## config.mk

```make
export PLATFORM = sky130hd
export DESIGN_NAME = spi_master_engine_flat
export DESIGN_NICKNAME = d
export VERILOG_FILES = /design/src/rtl/spi_pkg.sv /design/src/rtl/spi_master_engine_if.sv /design/src/rtl/spi_clk_div.sv /design/src/rtl/spi_master_engine.sv /design/src/flat_wrapper.sv
export SDC_FILE = /design/constraint.sdc
export NUM_CORES = 1
export LEC_CHECK = 0
export CORE_MARGIN = 2
export CORE_UTILIZATION = 45
export DETAILED_ROUTE_END_ITERATION = 8
export PLACE_DENSITY = 0.87
export SYNTH_ARGS = -nofsm -noshare
export SYNTH_HDL_FRONTEND = slang
export SYNTH_HIERARCHICAL = 1
export SYNTH_SLANG_ARGS = --single-unit
```

## constraint.sdc

```tcl
create_clock -name clk -period 2.25 [get_ports clk]
set_clock_uncertainty 0.1 [all_clocks]
set_input_delay 0.225 -clock clk [delete_from_list [all_inputs] [get_ports clk]]
set_output_delay 0.225 -clock clk [all_outputs]
set_load 0.05 [all_outputs]
```

## src/rtl/spi_pkg.sv

```systemverilog
// rtl/spi_pkg.sv - shared state encoding and SPI mode constants for the master engine
package spi_pkg;

    // Mode 0 only: SCLK idles low, data captured on the rising edge.
    localparam logic CPOL = 1'b0;
    localparam logic CPHA = 1'b0;

    typedef enum logic [2:0] {
        ST_IDLE,
        ST_FETCH,
        ST_LOAD,
        ST_LEAD,
        ST_SHIFT_HI,
        ST_SHIFT_LO,
        ST_PUSH,
        ST_TRAIL
    } spi_state_t;

    // States whose length is set by the SCLK divider rather than being a single cycle.
    function automatic logic is_timed(input spi_state_t st);
        return (st == ST_LEAD) || (st == ST_SHIFT_HI) ||
               (st == ST_SHIFT_LO) || (st == ST_TRAIL);
    endfunction

endpackage

```

## src/rtl/spi_master_engine_if.sv

```systemverilog
// rtl/spi_master_engine_if.sv - FIFO-side and pin-side signal bundle of the SPI master engine
interface spi_master_engine_if #(
    parameter int DWIDTH = 8
);
    logic              tx_empty;
    logic              tx_pop;
    logic [DWIDTH-1:0] tx_data;
    logic              rx_full;
    logic              rx_push;
    logic [DWIDTH-1:0] rx_data;
    logic              sclk;
    logic              mosi;
    logic              miso;
    logic              cs_n;
    logic              busy;
    logic              rx_overrun;
    logic              ovr_clr;

    modport master (
        input  tx_empty,
        output tx_pop,
        input  tx_data,
        input  rx_full,
        output rx_push,
        output rx_data,
        output sclk,
        output mosi,
        input  miso,
        output cs_n,
        output busy,
        output rx_overrun,
        input  ovr_clr
    );

    modport slave (
        output tx_empty,
        input  tx_pop,
        output tx_data,
        output rx_full,
        input  rx_push,
        input  rx_data,
        input  sclk,
        input  mosi,
        output miso,
        input  cs_n,
        input  busy,
        input  rx_overrun,
        output ovr_clr
    );

endinterface

```

## src/rtl/spi_clk_div.sv

```systemverilog
// rtl/spi_clk_div.sv - loadable down-counter ticking phase_done once every CLK_DIV enabled cycles
module spi_clk_div #(
    parameter int CLK_DIV = 2
) (
    input  logic clk,
    input  logic rst,
    input  logic en,
    input  logic load,
    output logic phase_done
);

    localparam int CW = $clog2(CLK_DIV + 1);
    localparam logic [CW-1:0] RELOAD = CW'(CLK_DIV - 1);

    logic [CW-1:0] cnt;

    // Reloading on the tick lets consecutive timed phases chain without a gap cycle.
    always_ff @(posedge clk or posedge rst) begin
        if (rst) begin
            cnt <= RELOAD;
        end else if (load || phase_done) begin
            cnt <= RELOAD;
        end else if (en) begin
            cnt <= cnt - 1'b1;
        end
    end

    assign phase_done = en && (cnt == '0);

endmodule

```

## src/rtl/spi_master_engine.sv

```systemverilog
// rtl/spi_master_engine.sv - mode-0 SPI master draining the TX FIFO and filling the RX FIFO
module spi_master_engine
    import spi_pkg::*;
#(
    parameter int DWIDTH  = 8,
    parameter int CLK_DIV = 2
) (
    input logic              clk,
    input logic              rst,
    spi_master_engine_if.master bus
);

    localparam int BW = $clog2(DWIDTH);
    localparam logic [BW-1:0] LAST_BIT = BW'(DWIDTH - 1);

    spi_state_t        state;
    spi_state_t        state_nxt;
    logic [DWIDTH-1:0] tx_sr;
    logic [DWIDTH-1:0] rx_sr;
    logic [BW-1:0]     bit_cnt;
    logic              sclk_q;
    logic              mosi_q;
    logic              cs_n_q;
    logic              overrun_q;
    logic              timed;
    logic              phase_done;
    logic              enter_hi;
    logic              enter_lo;
    logic              last_bit;

    assign timed    = is_timed(state);
    assign last_bit = (bit_cnt == LAST_BIT);

    spi_clk_div #(
        .CLK_DIV(CLK_DIV)
    ) u_clk_div (
        .clk       (clk),
        .rst       (rst),
        .en        (timed),
        .load      (!timed),
        .phase_done(phase_done)
    );

    always_ff @(posedge clk or posedge rst) begin
        if (rst) begin
            state <= ST_IDLE;
        end else begin
            state <= state_nxt;
        end
    end

    always_comb begin
        state_nxt = state;
        case (state)
            ST_IDLE:     if (!bus.tx_empty) state_nxt = ST_FETCH;
            ST_FETCH:    state_nxt = ST_LOAD;
            // A word following another one keeps CS_N low and skips the setup phase.
            ST_LOAD:     state_nxt = cs_n_q ? ST_LEAD : ST_SHIFT_HI;
            ST_LEAD:     if (phase_done) state_nxt = ST_SHIFT_HI;
            ST_SHIFT_HI: if (phase_done) state_nxt = ST_SHIFT_LO;
            ST_SHIFT_LO: if (phase_done) state_nxt = last_bit ? ST_PUSH : ST_SHIFT_HI;
            ST_PUSH:     state_nxt = bus.tx_empty ? ST_TRAIL : ST_FETCH;
            ST_TRAIL:    if (phase_done) state_nxt = ST_IDLE;
            default:     state_nxt = ST_IDLE;
        endcase
    end

    assign enter_hi = (state_nxt == ST_SHIFT_HI) && (state != ST_SHIFT_HI);
    assign enter_lo = (state == ST_SHIFT_HI) && phase_done;

    always_ff @(posedge clk or posedge rst) begin
        if (rst) begin
            sclk_q  <= CPOL;
            mosi_q  <= 1'b0;
            cs_n_q  <= 1'b1;
            tx_sr   <= '0;
            rx_sr   <= '0;
            bit_cnt <= '0;
        end else begin
            sclk_q <= CPOL ^ (state_nxt == ST_SHIFT_HI);
            if (state == ST_LOAD) begin
                tx_sr   <= bus.tx_data;
                mosi_q  <= bus.tx_data[DWIDTH-1];
                cs_n_q  <= 1'b0;
                bit_cnt <= '0;
            end
            // tx_sr[DWIDTH-1] is the bit currently on MOSI; the next one sits just below it.
            if (enter_lo && !last_bit) begin
                mosi_q <= tx_sr[DWIDTH-2];
                tx_sr  <= tx_sr << 1;
            end
            if ((state == ST_SHIFT_LO) && phase_done && !last_bit) begin
                bit_cnt <= bit_cnt + 1'b1;
            end
            if (enter_hi) begin
                rx_sr <= {rx_sr[DWIDTH-2:0], bus.miso};
            end
            if ((state == ST_TRAIL) && phase_done) begin
                cs_n_q <= 1'b1;
            end
        end
    end

    // A blocked push in the same cycle as a clear must leave the flag set.
    always_ff @(posedge clk or posedge rst) begin
        if (rst) begin
            overrun_q <= 1'b0;
        end else if ((state == ST_PUSH) && bus.rx_full) begin
            overrun_q <= 1'b1;
        end else if (bus.ovr_clr) begin
            overrun_q <= 1'b0;
        end
    end

    assign bus.tx_pop     = (state == ST_FETCH);
    assign bus.rx_push    = (state == ST_PUSH) && !bus.rx_full;
    assign bus.rx_data    = rx_sr;
    assign bus.busy       = (state != ST_IDLE);
    assign bus.sclk       = sclk_q;
    assign bus.mosi       = mosi_q;
    assign bus.cs_n       = cs_n_q;
    assign bus.rx_overrun = overrun_q;

endmodule

```

## src/flat_wrapper.sv

```systemverilog
// flat-port wrapper written by rule: the top's interface ports become plain ports
module spi_master_engine_flat import spi_pkg::*;
#(
    parameter int DWIDTH  = 8,
    parameter int CLK_DIV = 2
)
  (clk, rst, bus_tx_empty, bus_tx_pop, bus_tx_data, bus_rx_full, bus_rx_push, bus_rx_data, bus_sclk, bus_mosi, bus_miso, bus_cs_n, bus_busy, bus_rx_overrun, bus_ovr_clr);
  spi_master_engine_if #(.DWIDTH(DWIDTH)) bus_i ();
  input logic clk;
  input logic rst;
  input wire logic [$bits(bus_i.tx_empty)-1:0] bus_tx_empty;
  output wire logic [$bits(bus_i.tx_pop)-1:0] bus_tx_pop;
  input wire logic [$bits(bus_i.tx_data)-1:0] bus_tx_data;
  input wire logic [$bits(bus_i.rx_full)-1:0] bus_rx_full;
  output wire logic [$bits(bus_i.rx_push)-1:0] bus_rx_push;
  output wire logic [$bits(bus_i.rx_data)-1:0] bus_rx_data;
  output wire logic [$bits(bus_i.sclk)-1:0] bus_sclk;
  output wire logic [$bits(bus_i.mosi)-1:0] bus_mosi;
  input wire logic [$bits(bus_i.miso)-1:0] bus_miso;
  output wire logic [$bits(bus_i.cs_n)-1:0] bus_cs_n;
  output wire logic [$bits(bus_i.busy)-1:0] bus_busy;
  output wire logic [$bits(bus_i.rx_overrun)-1:0] bus_rx_overrun;
  input wire logic [$bits(bus_i.ovr_clr)-1:0] bus_ovr_clr;
  assign bus_i.tx_empty = bus_tx_empty;
  assign bus_tx_pop = bus_i.tx_pop;
  assign bus_i.tx_data = bus_tx_data;
  assign bus_i.rx_full = bus_rx_full;
  assign bus_rx_push = bus_i.rx_push;
  assign bus_rx_data = bus_i.rx_data;
  assign bus_sclk = bus_i.sclk;
  assign bus_mosi = bus_i.mosi;
  assign bus_i.miso = bus_miso;
  assign bus_cs_n = bus_i.cs_n;
  assign bus_busy = bus_i.busy;
  assign bus_rx_overrun = bus_i.rx_overrun;
  assign bus_i.ovr_clr = bus_ovr_clr;
  spi_master_engine #(.DWIDTH(DWIDTH), .CLK_DIV(CLK_DIV)) u_core (.clk(clk), .rst(rst), .bus(bus_i));
endmodule
```

==> impl_metrics.tcl <==
set metrics [dict create \
    outcome "completed" \
    antenna_cells 0 \
    syn-cell-area_sq_mm 0.00136 \
    powerDensity_mw_per_mm2 1550 \
    relSlewSlack_pct 62.2 \
    hpwl_um 2200 \
    dieArea_sq_mm 0.00348 \
    synthDistinctLibCells 34 \
    r2r_cells 8 \
    register_area_sq_um 679 \
    r2r-start "u_core/state[1]" \
    drtAntennaViolNets 0 \
    holdWs_ns 0.353 \
    grt_pass1_wl_um 4730 \
    cts_tree "done" \
    syn2layout_area_growth_pct 31.3 \
    grt_pass1_vias 1127 \
    synth_fp_nets 138 \
    max_cap_viol_count 0 \
    final_cell_area_sq_mm 0.00179 \
    synthCells 121 \
    hold_class "in2reg" \
    rsz0062_at_grt "no" \
    cts_buffer_depth 2 \
    drtIter0Drc 42 \
    globalRouteOverflowTotal 0 \
    n_fill_cell 234 \
    synth_ff_type "dfrtp_1" \
    finalSetupTns_ns 0 \
    gp_congestion 0.854 \
    io_pins 29 \
    rows 19 \
    remaining_drc_errors 0 \
    ff2ff_setup_slack_ns 0.15 \
    initial_core_util_pct 48.6 \
    cts.clk_slew.worst_paths_ns 0.15 \
    reg2reg_to "u_core/bus.rx_data[3]" \
    clock_latency_ns 0.32 \
    yosysSeqAreaShare_pct 49.8 \
    finalHoldViolCount 0 \
    worst_ep_arrival_time_ns 2.22 \
    fin_crit_sh_pct 93.4 \
    numCtsBuffers 3 \
    viasPerCell 5.56 \
    min_from "bus_tx_data[0]" \
    leakagePower_nw 0.849 \
    synth.yosys.warnings 6 \
    synth_edf_count 0 \
    placed_cell_area_sq_mm 0.00173 \
    grt_antenna_before_repair 0 \
    grt_max_degree 16 \
    tightest_slew_ns 0.567 \
    dr_total_vias 1073 \
    root_buffer "clkbuf_4" \
    fin_crit_ns 2.10 \
    finalMaxSlewViolations 0 \
    die_x_um 59.0 \
    clock-sinks 27 \
    async_reset_ff_share_pct 100 \
    multiInputGateArea_sq_um 628 \
    critPathCaptureType "register" \
    cp-startpoint "u_core/state[1]" \
    max_clock_freq_mhz 476 \
    ir_worst_vdd_mv 1.02 \
    grt_usage_pct 17.9 \
    crit_required_ns 2.37 \
    ys_seq_elements 27 \
    finalSetupViolCount 0 \
    wl_per_cell_um 15.3 \
    start_kind "register" \
    numPortBuffers 28 \
    wl_um 2950 \
    avgSynthCellArea_sq_um 11.3 \
    path_max_fanout 8 \
    die_h_um 59.0 \
    htreeDepth 1 \
    path_class "reg2reg" \
    fin_nets 180 \
    critPathCapture "u_core/bus.rx_data[3]" \
    coreArea_sq_mm 0.00281 \
    drive_above_1_share_pct 23.5 \
    detail_route.first_pass.iterations 4 \
]
[cells in the mapped netlist (2+ instances only)]
master / instances / area [sq um]
buf_2: 2 / 10.0
mux2_4: 8 / 120
nand2_1: 7 / 26.3
o21ai_0: 4 / 20.0
nor2_1: 6 / 22.5
nand2b_1: 5 / 31.3
nor3_1: 2 / 10.0
dfstp_2: 2 / 52.6
a21oi_1: 3 / 15.0
ha_1: 3 / 37.5
inv_1: 10 / 37.5
and2_1: 2 / 12.5
nand3_1: 4 / 20.0
o21ai_1: 4 / 20.0
dfrtp_1: 25 / 626
nor2_2: 2 / 12.5
a22o_1: 9 / 78.8
a21o_1: 7 / 52.6
[routing by layer]
layer  part of all wire (%)  GRT usage (%)
met1                     43           21.4
met5                      0              0
met4                      0           4.55
met3                    4.4           2.84
met2                     52           33.2
[timing repair]
| item | 4_1_cts | 5_1_grt |
|---|---|---|
| hold buffers | 1 | 0 |
| endpoints found under the setup margin | 0 | 10 |
| gates resized for setup | 0 | 3 |
| setup buffers | 0 | 2 |
| endpoints found under the hold margin | 1 | 0 |
[power breakdown]
part / total, W / internal, W / switching [W]
combinational: 0.00169 / 0.000737 / 0.000951
sequential: 0.000879 / 0.000725 / 0.000154
clock: 0.000209 / 0.0000666 / 0.000143
[critical path: stages (launching register included)]
cell and delay (ns):
dfrtp_2 0.43, nand2b_1 0.16, and2_1 0.15, inv_1 0.07, and2_2 0.16, nand2_2 0.08, or3_4 0.41, nand2_8 0.12
mux2_4 0.31
[worst min path at each step]
stage               slack [ns]                 endpoint  cells past startpoint
finish                    0.35          u_core/tx_sr[0]                      3
global route              0.35    u_core/bus.rx_overrun                      2
CTS                       0.35    u_core/bus.rx_overrun                      2
detailed placement        0.32  u_core/u_clk_div/cnt[1]                      2
global placement          0.32  u_core/u_clk_div/cnt[1]                      2
floorplan                -0.13  u_core/u_clk_div/cnt[1]                      1
[layout by cell type, fill, tap and decap left out, drive strengths merged]
cell type / synthesis / layout
clkdlybuf4s50: 0 / 25
dfrtp: 25 / 25
buf: 3 / 14
inv: 10 / 10
a22o: 9 / 9
nand2: 9 / 9
mux2: 8 / 8
nor2: 8 / 8
o21ai: 8 / 8
a21o: 7 / 7
nand2b: 5 / 5
nand3: 4 / 4
clkbuf: 1 / 3
a21oi: 3 / 3
ha: 3 / 3
nor3: 2 / 2
dfstp: 2 / 2
and2: 2 / 2
clkinv: 0 / 1
dlygate4sd3: 0 / 1
dlymetal6s2s: 0 / 1
or3: 1 / 1
nor2b: 1 / 1
or2: 1 / 1
a211o: 1 / 1
nor4b: 1 / 1
a21bo: 1 / 1
o311a: 1 / 1
a22oi: 1 / 1
o21bai: 1 / 1
and4bb: 1 / 1
or4b: 1 / 1
o31ai: 1 / 1
[area by class of cell]
cell class,instances,area share (%)
clock inverters,1,0.280
repair buffers,41,21.1
multi-input cells,80,35.1
well taps,31,2.17
inverters,10,2.10
flip-flops and latches,27,38.0
clock buffers,3,1.26
[state kept, by name, summed over array words and instances, names as in the netlist]
register	flops
u_core/bus.cs_n	1
u_core/tx_sr	7
u_core/bus.mosi	1
u_core/state	3
u_core/bit_cnt	3
u_core/bus.rx_data	8
u_core/bus.rx_overrun	1
u_core/u_clk_div/cnt	2
u_core/bus.sclk	1
[stage by stage]
stage / setup slack (ns) / utilization [%] / cells / power [W]
detailed placement: 0.0636 / 61.6 / 186 / 0.00254
CTS: 0.0266 / 62.9 / 191 / 0.00275
global placement: 0.139 / 61.6 / 186 / 0.00246
floorplan: 0.0160 / - / 121 / 0.00202
finish: 0.149 / 63.8 / 193 / 0.00278
global route: 0.0480 / 63.8 / 193 / 0.00294
[kinds of logic (layout without fill, tap and decap cells)]
kind of cell / Yosys count / count (layout) / share of synthesized area [%]
AOI/OAI and AO/OA: 33 / 33 / 17.4
muxes: 8 / 8 / 8.82
and+or+nand+nor: 36 / 36 / 16.6
buffers and inverters: 14 / 55 / 4.59
DFF: 27 / 27 / 49.8
adders and majority gates: 3 / 3 / 2.76
Power figures use the tool's default switching activity.
